`config.mk`:
```
export PLATFORM = sky130hd
export DESIGN_NAME = mc_ctrl_fsm
export DESIGN_NICKNAME = d
export VERILOG_FILES = /design/src/rtl/core_ctrl_pkg.sv /design/src/rtl/imm_src_decode.sv /design/src/rtl/mc_ctrl_fsm.sv
export SDC_FILE = /design/constraint.sdc
export NUM_CORES = 1
export LEC_CHECK = 0
export CELL_PAD_IN_SITES_DETAIL_PLACEMENT = 0
export CELL_PAD_IN_SITES_GLOBAL_PLACEMENT = 1
export CORE_MARGIN = 1
export CORE_UTILIZATION = 40
export CTS_CLUSTER_DIAMETER = 150
export DETAILED_ROUTE_END_ITERATION = 12
export GPL_TIMING_DRIVEN = 0
export PLACE_DENSITY_LB_ADDON = 0.1
export SLEW_MARGIN = 10
export SYNTH_ARGS = -nofsm -noshare
export SYNTH_HDL_FRONTEND = slang
export SYNTH_SLANG_ARGS = --single-unit
```
`constraint.sdc`:
```
create_clock -name clk -period 3 [get_ports clk]
set_clock_uncertainty 0.2 [all_clocks]
set_input_delay 0.6 -clock clk [delete_from_list [all_inputs] [get_ports clk]]
set_output_delay 0.6 -clock clk [all_outputs]
set_load 0.02 [all_outputs]
```
`src/rtl/core_ctrl_pkg.sv`:
```
// Shared control types for the multicycle core: FSM states, opcodes, datapath select codes.
// Latency: none (types, constants and a pure decode function only).
// Backpressure: n/a.
package core_ctrl_pkg;

    typedef enum logic [3:0] {
        S_IDLE     = 4'd0,
        S_FETCH    = 4'd1,
        S_DECODE   = 4'd2,
        S_MEMADR   = 4'd3,
        S_MEMREAD  = 4'd4,
        S_MEMWB    = 4'd5,
        S_MEMWRITE = 4'd6,
        S_EXEC_R   = 4'd7,
        S_EXEC_I   = 4'd8,
        S_ALUWB    = 4'd9,
        S_BRANCH   = 4'd10,
        S_JAL      = 4'd11,
        S_TRAP     = 4'd12
    } state_t;

    localparam logic [6:0] OP_LOAD   = 7'b0000011;
    localparam logic [6:0] OP_STORE  = 7'b0100011;
    localparam logic [6:0] OP_RTYPE  = 7'b0110011;
    localparam logic [6:0] OP_ITYPE  = 7'b0010011;
    localparam logic [6:0] OP_BRANCH = 7'b1100011;
    localparam logic [6:0] OP_JAL    = 7'b1101111;

    typedef enum logic [1:0] {
        RES_ALUOUT    = 2'b00,
        RES_DATA      = 2'b01,
        RES_ALURESULT = 2'b10
    } result_src_t;

    typedef enum logic [1:0] {
        SRCA_PC    = 2'b00,
        SRCA_OLDPC = 2'b01,
        SRCA_RS1   = 2'b10
    } alu_src_a_t;

    typedef enum logic [1:0] {
        SRCB_RS2  = 2'b00,
        SRCB_IMM  = 2'b01,
        SRCB_FOUR = 2'b10
    } alu_src_b_t;

    typedef enum logic [1:0] {
        ALUOP_ADD   = 2'b00,
        ALUOP_SUB   = 2'b01,
        ALUOP_FUNCT = 2'b10
    } alu_op_t;

    typedef enum logic [1:0] {
        IMM_I = 2'b00,
        IMM_S = 2'b01,
        IMM_B = 2'b10,
        IMM_J = 2'b11
    } imm_src_t;

    // Moore part of the control word; the mem_ready / branch-dependent bits are added later.
    typedef struct packed {
        logic        mem_req;
        logic        adr_src;
        logic        mem_write;
        logic        reg_write;
        logic        pc_write;
        logic        retire;
        result_src_t result_src;
        alu_src_a_t  alu_src_a;
        alu_src_b_t  alu_src_b;
        alu_op_t     alu_op;
    } ctrl_t;

    function automatic ctrl_t ctrl_decode(input state_t s);
        ctrl_t c;
        c = '0;
        case (s)
            S_FETCH: begin
                c.mem_req    = 1'b1;
                c.result_src = RES_ALURESULT;
                c.alu_src_a  = SRCA_PC;
                c.alu_src_b  = SRCB_FOUR;
                c.alu_op     = ALUOP_ADD;
            end
            S_DECODE: begin
                c.alu_src_a = SRCA_OLDPC;
                c.alu_src_b = SRCB_IMM;
                c.alu_op    = ALUOP_ADD;
            end
            S_MEMADR: begin
                c.alu_src_a = SRCA_RS1;
                c.alu_src_b = SRCB_IMM;
                c.alu_op    = ALUOP_ADD;
            end
            S_MEMREAD: begin
                c.mem_req = 1'b1;
                c.adr_src = 1'b1;
            end
            S_MEMWB: begin
                c.result_src = RES_DATA;
                c.reg_write  = 1'b1;
                c.retire     = 1'b1;
            end
            S_MEMWRITE: begin
                c.mem_req   = 1'b1;
                c.adr_src   = 1'b1;
                c.mem_write = 1'b1;
            end
            S_EXEC_R: begin
                c.alu_src_a = SRCA_RS1;
                c.alu_src_b = SRCB_RS2;
                c.alu_op    = ALUOP_FUNCT;
            end
            S_EXEC_I: begin
                c.alu_src_a = SRCA_RS1;
                c.alu_src_b = SRCB_IMM;
                c.alu_op    = ALUOP_FUNCT;
            end
            S_ALUWB: begin
                c.result_src = RES_ALUOUT;
                c.reg_write  = 1'b1;
                c.retire     = 1'b1;
            end
            S_BRANCH: begin
                c.alu_src_a  = SRCA_RS1;
                c.alu_src_b  = SRCB_RS2;
                c.alu_op     = ALUOP_SUB;
                c.result_src = RES_ALUOUT;
            end
            S_JAL: begin
                c.alu_src_a  = SRCA_OLDPC;
                c.alu_src_b  = SRCB_FOUR;
                c.alu_op     = ALUOP_ADD;
                c.result_src = RES_ALUOUT;
                c.pc_write   = 1'b1;
            end
            default: c = '0;
        endcase
        return c;
    endfunction

endpackage

```
`src/rtl/imm_src_decode.sv`:
```
// Immediate-format select decoded straight from the opcode field of IR.
// Latency: combinational.
// Backpressure: n/a.
module imm_src_decode
    import core_ctrl_pkg::*;
(
    input  logic [6:0] op,
    output logic [1:0] imm_src
);

    // Opcodes without an immediate fall back to the I format, which is harmless.
    always_comb begin
        imm_src = IMM_I;
        case (op)
            OP_STORE:  imm_src = IMM_S;
            OP_BRANCH: imm_src = IMM_B;
            OP_JAL:    imm_src = IMM_J;
            default:   imm_src = IMM_I;
        endcase
    end

endmodule

```
`src/rtl/mc_ctrl_fsm.sv`:
```
// Main control FSM of the multicycle RV32I core: sequences fetch/decode/execute/mem/writeback.
// Latency: lw 5, sw 4, R/I 4, branch 3, jal 4 cycles with mem_ready held high.
// Backpressure: FETCH, MEMREAD and MEMWRITE hold one extra cycle per mem_ready=0 cycle.
module mc_ctrl_fsm
    import core_ctrl_pkg::*;
#(
    parameter int CNT_W = 32
) (
    input  logic             clk,
    input  logic             rst_n,
    input  logic [6:0]       op,
    input  logic [2:0]       funct3,
    input  logic             zero,
    input  logic             mem_ready,
    output logic             mem_req,
    output logic             adr_src,
    output logic             mem_write,
    output logic             ir_write,
    output logic             pc_write,
    output logic             reg_write,
    output logic [1:0]       result_src,
    output logic [1:0]       alu_src_a,
    output logic [1:0]       alu_src_b,
    output logic [1:0]       alu_op,
    output logic [1:0]       imm_src,
    output logic             instr_retired,
    output logic [CNT_W-1:0] retire_count,
    output logic             illegal
);

    state_t state;
    state_t state_next;
    ctrl_t  ctrl_q;
    logic   in_fetch;
    logic   in_branch;
    logic   in_memwrite;
    logic   branch_ok;

    imm_src_decode u_imm_src_decode (
        .op      (op),
        .imm_src (imm_src)
    );

    assign in_fetch    = (state == S_FETCH);
    assign in_branch   = (state == S_BRANCH);
    assign in_memwrite = (state == S_MEMWRITE);
    // Only beq (000) and bne (001) are supported; anything else traps.
    assign branch_ok   = (funct3[2:1] == 2'b00);

    // Next-state selection; unreachable encodings fall back to IDLE.
    always_comb begin
        state_next = state;
        case (state)
            S_IDLE:     state_next = S_FETCH;
            S_FETCH:    if (mem_ready) state_next = S_DECODE;
            S_DECODE: begin
                case (op)
                    OP_LOAD, OP_STORE: state_next = S_MEMADR;
                    OP_RTYPE:          state_next = S_EXEC_R;
                    OP_ITYPE:          state_next = S_EXEC_I;
                    OP_BRANCH:         state_next = S_BRANCH;
                    OP_JAL:            state_next = S_JAL;
                    default:           state_next = S_TRAP;
                endcase
            end
            S_MEMADR:   state_next = op[5] ? S_MEMWRITE : S_MEMREAD;
            S_MEMREAD:  if (mem_ready) state_next = S_MEMWB;
            S_MEMWB:    state_next = S_FETCH;
            S_MEMWRITE: if (mem_ready) state_next = S_FETCH;
            S_EXEC_R:   state_next = S_ALUWB;
            S_EXEC_I:   state_next = S_ALUWB;
            S_ALUWB:    state_next = S_FETCH;
            S_BRANCH:   state_next = branch_ok ? S_FETCH : S_TRAP;
            S_JAL:      state_next = S_ALUWB;
            S_TRAP:     state_next = S_TRAP;
            default:    state_next = S_IDLE;
        endcase
    end

    // State, registered Moore control word, sticky trap flag and retire counter.
    always_ff @(posedge clk or negedge rst_n) begin
        if (!rst_n) begin
            state        <= S_IDLE;
            ctrl_q       <= '0;
            illegal      <= 1'b0;
            retire_count <= '0;
        end else begin
            state  <= state_next;
            ctrl_q <= ctrl_decode(state_next);
            if (state_next == S_TRAP) begin
                illegal <= 1'b1;
            end
            if (instr_retired) begin
                retire_count <= retire_count + {{(CNT_W-1){1'b0}}, 1'b1};
            end
        end
    end

    // Registered Moore fields go straight out; handshake and branch outcome are gated in here.
    assign mem_req       = ctrl_q.mem_req;
    assign adr_src       = ctrl_q.adr_src;
    assign mem_write     = ctrl_q.mem_write;
    assign reg_write     = ctrl_q.reg_write;
    assign result_src    = ctrl_q.result_src;
    assign alu_src_a     = ctrl_q.alu_src_a;
    assign alu_src_b     = ctrl_q.alu_src_b;
    assign alu_op        = ctrl_q.alu_op;
    assign ir_write      = in_fetch & mem_ready;
    assign pc_write      = ctrl_q.pc_write
                         | (in_fetch & mem_ready)
                         | (in_branch & branch_ok & (zero ^ funct3[0]));
    assign instr_retired = ctrl_q.retire
                         | (in_memwrite & mem_ready)
                         | (in_branch & branch_ok);

endmodule

```
Word-level counts from Yosys, hierarchy flattened
Index checks and enable logic that the tools add are counted.
W data, S select, Z words.
{"block": "op_classes", "addsub": 1, "eq_ne": 30, "n_mux": 15, "n_bitwise": 9, "reduce_logical": 8}
{"op": "$pmux W6 S7", "count": 1}
{"op": "$eq A4 B4 Y1 const B", "count": 10}
{"op": "$pmux W4 S9", "count": 1}
{"op": "$add A32 B1 Y32 const B", "count": 1}
{"op": "$eq A4 B3 Y1 const B", "count": 8}
{"op": "$pmux W4 S5", "count": 1}
{"op": "$eq A4 B2 Y1 const B", "count": 4}
{"op": "$mux W4", "count": 4}
{"op": "$eq A7 B6 Y1 const B", "count": 2}
{"op": "$eq A7 B7 Y1 const B", "count": 2}
{"op": "$reduce_or A3 Y1", "count": 3}
{"op": "$eq A4 B1 Y1 const B", "count": 2}
{"op": "$eq A7 B2 Y1 const B", "count": 1}
{"op": "$eq A7 B5 Y1 const B", "count": 1}
{"op": "$pmux W2 S3", "count": 1}
{"op": "$reduce_or A2 Y1", "count": 3}
{"op": "$mux W1", "count": 5}
{"op": "$and A1 B1 Y1", "count": 4}
{"op": "$logic_not A4 Y1", "count": 1}
{"op": "$or A1 B1 Y1", "count": 4}
{"op": "$pmux W2 S2", "count": 1}
{"op": "$logic_not A2 Y1", "count": 1}
{"op": "$mux W2", "count": 1}
{"op": "$xor A1 B1 Y1", "count": 1}
{"block": "word_totals", "register_bits": 50, "input_bits": 14, "output_inout_bits": 50, "wordCells": 75}

Depth between registers and ports, before layout
Gate-level depths: netlist of run 1.
{"block": "depth", "word_depth": 7, "ltp_mapped": 8}

Modules after synthesis
Synthesis of run 1 repeated with hierarchy kept, for this count alone.
{"block": "hier_totals", "cells_unflattened": 230, "area_unflattened_um2": 2507.4}
{"mod": "mc_ctrl_fsm", "instances": 1, "cells_each": 224, "area_each_um2": 2463.6, "seq_area_each_um2": 1251.2}
{"mod": "imm_src_decode", "instances": 1, "cells_each": 6, "area_each_um2": 43.8, "seq_area_each_um2": 0.0}

Worst setup path after synthesis of run 1
Ideal clock, no wire load.
{"block": "synth_path", "path_kind": "in2reg", "from": "in op[4]", "to": "reg ctrl_q[8] (netlist bit)", "arrival_ns": 2.116, "t_required_ns": 2.712, "setup_slack_ns": 0.596, "stages": 7, "path_buffers": 0, "cell_sequence": "nand4b_1 nor3b_1 a211oi_1 nor3_2 inv_2 nand2_1 nor3b_1"}
{"block": "synth_between", "elab_chain_cells": 7, "word_cells_on_any_way": 13}
{"element": "start, declared", "line_no": "mc_ctrl_fsm.sv:11", "text": "input logic [6:0] op,"}
{"element": "$eq A7 B2 Y1 or $eq A7 B6 Y1 (tied branches)", "line_no": "mc_ctrl_fsm.sv:57", "text": "case (op)"}
{"element": "$reduce_or A2 Y1", "line_no": "mc_ctrl_fsm.sv:57"}
{"element": "$pmux W4 S5 (*)", "line_no": "mc_ctrl_fsm.sv:57"}
{"element": "$pmux W4 S9 (*)", "line_no": "mc_ctrl_fsm.sv:53", "text": "case (state)"}
{"element": "via state_next[2]", "line_no": "mc_ctrl_fsm.sv:32", "text": "state_t state_next;"}
{"element": "$eq A4 B4 Y1 or $eq A4 B3 Y1 (tied branches)", "line_no": "core_ctrl_pkg.sv:77", "text": "case (s)"}
{"element": "$reduce_or A2 Y1 (no source line) (*)"}
{"element": "$mux W1 (*)", "line_no": "core_ctrl_pkg.sv:77"}
{"element": "end signal, assigned", "line_no": "mc_ctrl_fsm.sv:89", "text": "ctrl_q <= ctrl_decode(state_next);"}
{"element": "end, declared", "line_no": "mc_ctrl_fsm.sv:33", "text": "ctrl_t ctrl_q;"}
The timed path passes the listed nets; every way through them passes the cells marked *.
A chain may end at the register's enable or synchronous reset.

Worst setup path after layout of run 1
{"block": "layout_path", "from": "in funct3[2]", "to": "out instr_retired"}
{"block": "layout_between", "elab_chain_cells": 3}
{"element": "start, declared", "line_no": "mc_ctrl_fsm.sv:12", "text": "input logic [2:0] funct3,"}
{"element": "$logic_not A2 Y1", "line_no": "mc_ctrl_fsm.sv:48", "text": "assign branch_ok = (funct3[2:1] == 2'b00);"}
{"element": "$and A1 B1 Y1", "line_no": "mc_ctrl_fsm.sv:114", "text": "| (in_branch & branch_ok);"}
{"element": "$or A1 B1 Y1", "line_no": "mc_ctrl_fsm.sv:114"}
{"element": "end, declared", "line_no": "mc_ctrl_fsm.sv:26", "text": "output logic instr_retired,"}
Every way passes these cells.

==> results by group, run 1 <==
Synthesis
  • Yosys top cell by area: dfrtp_1
  • Library cells used by synthesis: 49
  • Mapped cell area: 2490 µm²
  • Post-synth net total: 245
  • Synthesized area per cell: 10.8 µm²
  • Synth Register Bits: 50
  • Top-count cell post-synth: dfrtp_1
  • Top_reg_cell synth: dfrtp_1
  • Synth area leaders: dfrtp_1 50%, xnor2_1 9.8%, nand2_1 3.3%
  • EDFF count, synth: 0
  • Yosys warnings: 0
  • Synth top area share: 0.502
  • Post-synthesis sequential area ratio: 0.502
  • Post-Syn Instances: 230
  • Synth top cells by count: 50 x dfrtp_1, 28 x xnor2_1, 22 x nand2_1
  • Asr flop ratio synth: 1.00

Floorplanning
  • Die H: 81.0 µm
  • Total die area: 6550 µm²
  • # rows: 28
  • Core box area: 5960 µm²
  • Starting density of the core: 0.419
  • I/O pin count: 64
  • Die width: 81.0 µm

Setup path
  • Worst path cell trace: clkdlybuf4s50_1 > nor2_4 > nand2_1 > o21a_1 > buf_6 > inv_2 > clkdlybuf4s15_1
  • CP Capture Type: output port
  • CP Data Required Time: 2.20 ns
  • Critical Path Source Type: input port
  • FF-to-FF setup slack: 0.75 ns
  • Critical path class: input port to output port
  • CP max-delay cell: clkdlybuf4s50_1
  • CP max stage delay: 0.44 ns
  • Worst-path maximum fanout: 10
  • Worst EP arrival: 2.09 ns

Status
  • Status: complete, no violations

Route
  • Drt first pass iters: 4
  • Antenna Violating Nets Remaining: 0
  • Wire per inst: 13.5 µm
  • DRT Wirelength: 5080 µm
  • Iter 0 DRT Violations: 98
  • DRC Markers: 0
  • Vias: 1,905
  • Via density: 5.05

Power and ir drop
  • Clock network fraction of total power: 0.173
  • PnR Total Power: 2.15 mW
  • Maximum VDD drop: 463 µV
  • Sw Pwr: 0.790 mW
  • Sw frac: 0.367
  • P_int: 1.36 mW
  • LEAKAGE: 1.44 nW
  • Pwr Density: 644 nW/µm²
  • Reg power frac: 0.403
  • Part of the power in combinational logic: 0.424

Timing
  • Slew at the pin closest to its max-slew limit: 0.496 ns
  • Slew Viols, Final: 0
  • Post-layout min period: 2.89 ns
  • RSZ-0062 raised after global routing: false
  • Final hold vios: 0
  • Tcrit/Tclk final: 0.964
  • Relative max-transition margin: 0.669
  • FMAX: 346 MHz
  • Post-route setup slack: 0.109 ns
  • Setup-failing EPs final: 0

Final layout
  • Nets@finish: 317
  • Diode count: 0
  • Filler cells: 562
  • Layout Utilization: 0.561
  • Area Growth Syn to Fin: 34.0%
  • Share of cells above drive strength 1: 0.132

Clock tree
  • Cts bufs inserted: 5
  • Clock Path Buffers: 2
  • CTS tree: built
  • # clock sinks: 50
  • Worst-Skew Late Latency: 0.30 ns
  • Clock-pin slew on the worst setup and hold paths: 0.09 ns
  • Root buffer cell: clkbuf_8
  • H-tree Lvls: 2

Global routing
  • GRT Overall Usage: 0.171
  • Largest net degree at the start of global routing: 31
  • Initial antenna violation count: 0
  • Total gr overflow: 0
  • First-pass GRT wire length: 8490 µm
  • Vias in the first global route: 1,762

Flow run
  • Maxcap violations: 0

Place
  • Dpl ws: -0.357 ns
  • # port buffers: 63
  • Gpl congestion: 0.846
  • Final HPWL from detailed placement: 3790 µm

Worst hold path
  • Hold Path Class: input port to asynchronous set/reset pin
==> worst paths after layout <==
check / startpoint / endpoint / cells after the start
max: funct3[2] / instr_retired / 7
min: rst_n / retire_count[28] / 1
max reg2reg: state[1] / retire_count[9] / 8
min reg2reg: retire_count[31] / retire_count[31] / 1
max in group asynchronous: rst_n / alu_src_b[0] / 2
min in group clk: retire_count[31] / retire_count[31] / 1
==> power by group through the flow <==
| stage | logic, mW | clock network [mW] | registers, mW |
|---|---|---|---|
| 3_3_place_gp | 0.909 | 0 | 0.884 |
| 6_report | 0.911 | 0.373 | 0.868 |
| 3_5_place_dp | 0.911 | 0 | 0.880 |
| 5_1_grt | 0.986 | 0.413 | 0.885 |
| 4_1_cts | 0.916 | 0.386 | 0.869 |
| 2_1_floorplan | 0.519 | 0 | 0.930 |
==> repair_timing <==
| item | CTS | global route |
|---|---|---|
| endpoints found under the setup margin | 4 | 2 |
| resized for setup | 10 | 2 |
| hold buffers | 0 | 0 |
| pin swaps | 0 | 1 |
| hold endpoints to repair | 0 | 0 |
| setup buffers | 0 | 1 |
==> sequential cells by signal, indices dropped and copies added, names as in the netlist <==
signal,flops
illegal,1
state,4
mem_write,1
alu_op,2
ctrl_q,2
mem_req,1
alu_src_a,2
retire_count,32
adr_src,1
result_src,2
alu_src_b,2
==> metal layers <==
metal  up-vias  global-route usage  wire [µm]
met5         -                   0          0
met2        45               0.255       2220
met1       915               0.248       2600
met3         6              0.0360        214
li1        939                   -          -
met4         0              0.0482         51
==> layout make-up <==
type | instances | area (µm²) | area share
buffer | 13 | 90.1 | 0.0270
clock buffer | 7 | 76.3 | 0.0228
inverter | 7 | 26.3 | 0.00786
sequential | 50 | 1250 | 0.374
tap | 75 | 93.8 | 0.0281
timing repair buffer | 65 | 649 | 0.194
multi-input combinational | 160 | 1150 | 0.346
==> cell usage in the layout (no fill, tap or decap), types with 2 or more instances in the layout <==
cell type / n
buf_2: 4
nand2b_1: 5
xnor2_1: 28
xor2_1: 6
nand3_1: 16
o21ai_0: 4
and2_1: 2
nand4_1: 7
buf_4: 9
a21oi_1: 3
nor3_2: 3
and3b_1: 2
clkbuf_1: 3
inv_2: 4
and3_1: 6
clkdlybuf4s50_1: 58
nor3b_1: 2
dfrtp_1: 50
o21bai_1: 3
nand2_1: 22
and4_1: 4
inv_1: 3
clkbuf_8: 5
nor4_4: 3
a32o_1: 2
nor2_1: 14
dlygate4sd2_1: 3
==> critical path, delay by kind of cell <==
family / cells / cell delay, ns
simple gates: 2 / 0.25
compound gates: 1 / 0.24
buf+inv: 4 / 0.99
==> per-stage QoR <==
stage	setup TNS (ns)	hold slack, ns	cell area (µm²)	cells
after global placement	-19.04	0.251	3220	368
after global routing	0	0.0890	3340	377
final	0	0.0572	3340	377
after CTS	0	0.0670	3330	376
after detailed placement	-0.890	0.262	3230	369
after floorplan	0	0.104	2490	230
==> logic make-up after synthesis <==
| family | count (synthesis) | share of synthesized area |
|---|---|---|
| xor+xnor | 34 | 0.119 |
| mux | 2 | 0.00853 |
| buf+inv | 20 | 0.0452 |
| flops | 50 | 0.502 |
| compound gates | 23 | 0.0672 |
| fa+ha+maj | 1 | 0.00502 |
| simple gates | 100 | 0.253 |
(Power assumes the default switching activity.)
==> run 2: changes to the inputs <==
--- a/config.mk
+++ b/config.mk
@@ -11,6 +11,7 @@
 export CORE_UTILIZATION = 40
 export CTS_CLUSTER_DIAMETER = 150
 export DETAILED_ROUTE_END_ITERATION = 12
+export GPL_ROUTABILITY_DRIVEN = 0
 export GPL_TIMING_DRIVEN = 0
 export PLACE_DENSITY_LB_ADDON = 0.1
 export SLEW_MARGIN = 10
==> results of run 2 <==
Same layout as run 1: the final DEF is identical, and so are final timing and power.
==> run 3: changes to the inputs <==
--- a/config.mk
+++ b/config.mk
@@ -13,6 +13,7 @@
 export DETAILED_ROUTE_END_ITERATION = 12
 export GPL_ROUTABILITY_DRIVEN = 0
 export GPL_TIMING_DRIVEN = 0
+export HOLD_SLACK_MARGIN = 0.15
 export PLACE_DENSITY_LB_ADDON = 0.1
 export SLEW_MARGIN = 10
 export SYNTH_ARGS = -nofsm -noshare
==> run 3 against run 2 <==
- register-to-register slack is essentially flat
- global-route usage increased by 0.072 points
- utilization rose by 0.17 points
- wire length grew 0.98%
==> results by group, run 3 (synthesis results as in run 1) <==
Floorplanning
  • Die width: 81.0 µm
  • I/O pin count: 64
  • Starting density of the core: 0.419
  • Die H: 81.0 µm
  • Total die area: 6550 µm²
  • # rows: 28
  • Core box area: 5960 µm²

Status
  • Status: complete, no violations

Setup path
  • Critical Path Source Type: input port
  • R2R depth: 8
  • Most used cell, CP: clkdlybuf4s50_1
  • RR Startpoint: state[1]
  • Worst-path maximum fanout: 5
  • Worst path cell trace: clkdlybuf4s50_1 > nand4b_1 > nor2_1 > clkdlybuf4s50_1
  • RR Endpoint: retire_count[9]
  • FF-to-FF setup slack: 0.75 ns
  • CP max stage delay: 0.61 ns
  • CP Capture Type: output port
  • Critical path class: input port to output port
  • CP max-delay cell: clkdlybuf4s50_1
  • CP Data Required Time: 2.20 ns
  • Worst EP arrival: 2.11 ns

Worst hold path
  • Hold path endpoint: retire_count[31]
  • Hold Path Class: flop to flop
  • Hold depth: 1
  • Hold wc startpoint: retire_count[31]

Final layout
  • Layout Utilization: 0.563
  • Share of cells above drive strength 1: 0.132
  • Area Growth Syn to Fin: 34.4%
  • Filler cells: 559
  • Final cell count without fillers: 378
  • Most frequent cells in the layout: 58 x clkdlybuf4s50_1, 50 x dfrtp_1, 28 x xnor2_1
  • Storage element area: 1250 µm²
  • Nets@finish: 318
  • Diode count: 0
  • Most flop-heavy register: retire_count
  • Multi-input logic area: 1150 µm²
  • Most common cell after layout, fill and taps aside: clkdlybuf4s50_1
  • Post-route cell area: 3350 µm²
  • Top flop regs: retire_count (32), state (4)
  • Max reg flops: 32

Timing
  • FMAX: 344 MHz
  • RSZ-0062 raised after global routing: false
  • Slew at the pin closest to its max-slew limit: 0.498 ns
  • Tcrit/Tclk final: 0.969
  • Final hold vios: 0
  • Post-layout min period: 2.91 ns
  • Hold slack: 0.271 ns
  • Slew Viols, Final: 0
  • Relative max-transition margin: 0.668
  • Setup-failing EPs final: 0
  • Post-route setup slack: 0.0926 ns
  • TNS Setup: 0 ns

Clock tree
  • Root buffer cell: clkbuf_8
  • H-tree Lvls: 2
  • # clock sinks: 50
  • Worst-Skew Late Latency: 0.30 ns
  • Cts bufs inserted: 5
  • Clock-pin slew on the worst setup and hold paths: 0.09 ns
  • CTS tree: built
  • Clock Path Buffers: 2

Route
  • Via density: 5.08
  • Vias: 1,920
  • Antenna Violating Nets Remaining: 0
  • Iter 0 DRT Violations: 103
  • Wire per inst: 13.6 µm
  • Drt first pass iters: 4
  • DRC Markers: 0
  • DRT Wirelength: 5130 µm

Place
  • Dpl ws: -0.357 ns
  • # port buffers: 63
  • Placed cell count: 369
  • Final HPWL from detailed placement: 3790 µm
  • Placed Area: 3230 µm²

Flow run
  • Maxcap violations: 0

Power and ir drop
  • LEAKAGE: 1.45 nW
  • Pwr Density: 642 nW/µm²
  • PnR Total Power: 2.15 mW
  • Maximum VDD drop: 463 µV

Global routing
  • GRT Overall Usage: 0.171
  • Vias in the first global route: 1,762
  • First-pass GRT wire length: 8510 µm
  • Total gr overflow: 0
  • Largest net degree at the start of global routing: 31
  • Initial antenna violation count: 0
==> run 3: worst max-delay path: cells and delay by family <==
family	cells	cell delay, ns
buffers and inverters	2	1.17
AND/OR/NAND/NOR	2	0.33
==> run 3: layout make-up <==
class                      count  area share
clock buffer                   7      0.0228
sequential                    50       0.373
inverter                       7     0.00784
multi-input combinational    160       0.345
tap                           75      0.0280
timing repair buffer          66       0.197
buffer                        13      0.0269
==> run 3: layer usage <==
metal	vias up	GRT usage	wire, µm
met5	-	0	0
met2	43	0.257	2260
met1	929	0.248	2610
met4	0	0.0482	51
li1	942	-	-
met3	6	0.0360	214
==> run 3: repair_timing <==
| item | in CTS | in global routing |
|---|---|---|
| gates cloned | 0 | 0 |
| endpoints found under the setup margin | 4 | 2 |
| hold endpoints to repair | 20 | 0 |
| pin swaps | 0 | 1 |
| setup buffers | 0 | 1 |
| gates resized for setup | 10 | 2 |
| hold buffers | 1 | 0 |
==> run 3: how the worst max path moves through the flow <==
stage                          from            end  cells after the start
after floorplan               op[4]      ctrl_q[8]                      7
after CTS                     op[3]     imm_src[0]                      5
after global placement        rst_n      ctrl_q[8]                      1
after detailed placement  funct3[2]  instr_retired                      7
final                         op[5]     imm_src[0]                      4
after global routing          op[5]     imm_src[0]                      4
==> run 3: report_power, final <==
| part | leakage [nW] | switching (mW) | internal, mW | total [mW] |
|---|---|---|---|---|
| logic | 0.739 | 0.496 | 0.417 | 0.914 |
| registers | 0.670 | 0.0828 | 0.784 | 0.867 |
| clock network | 0.0383 | 0.211 | 0.161 | 0.372 |
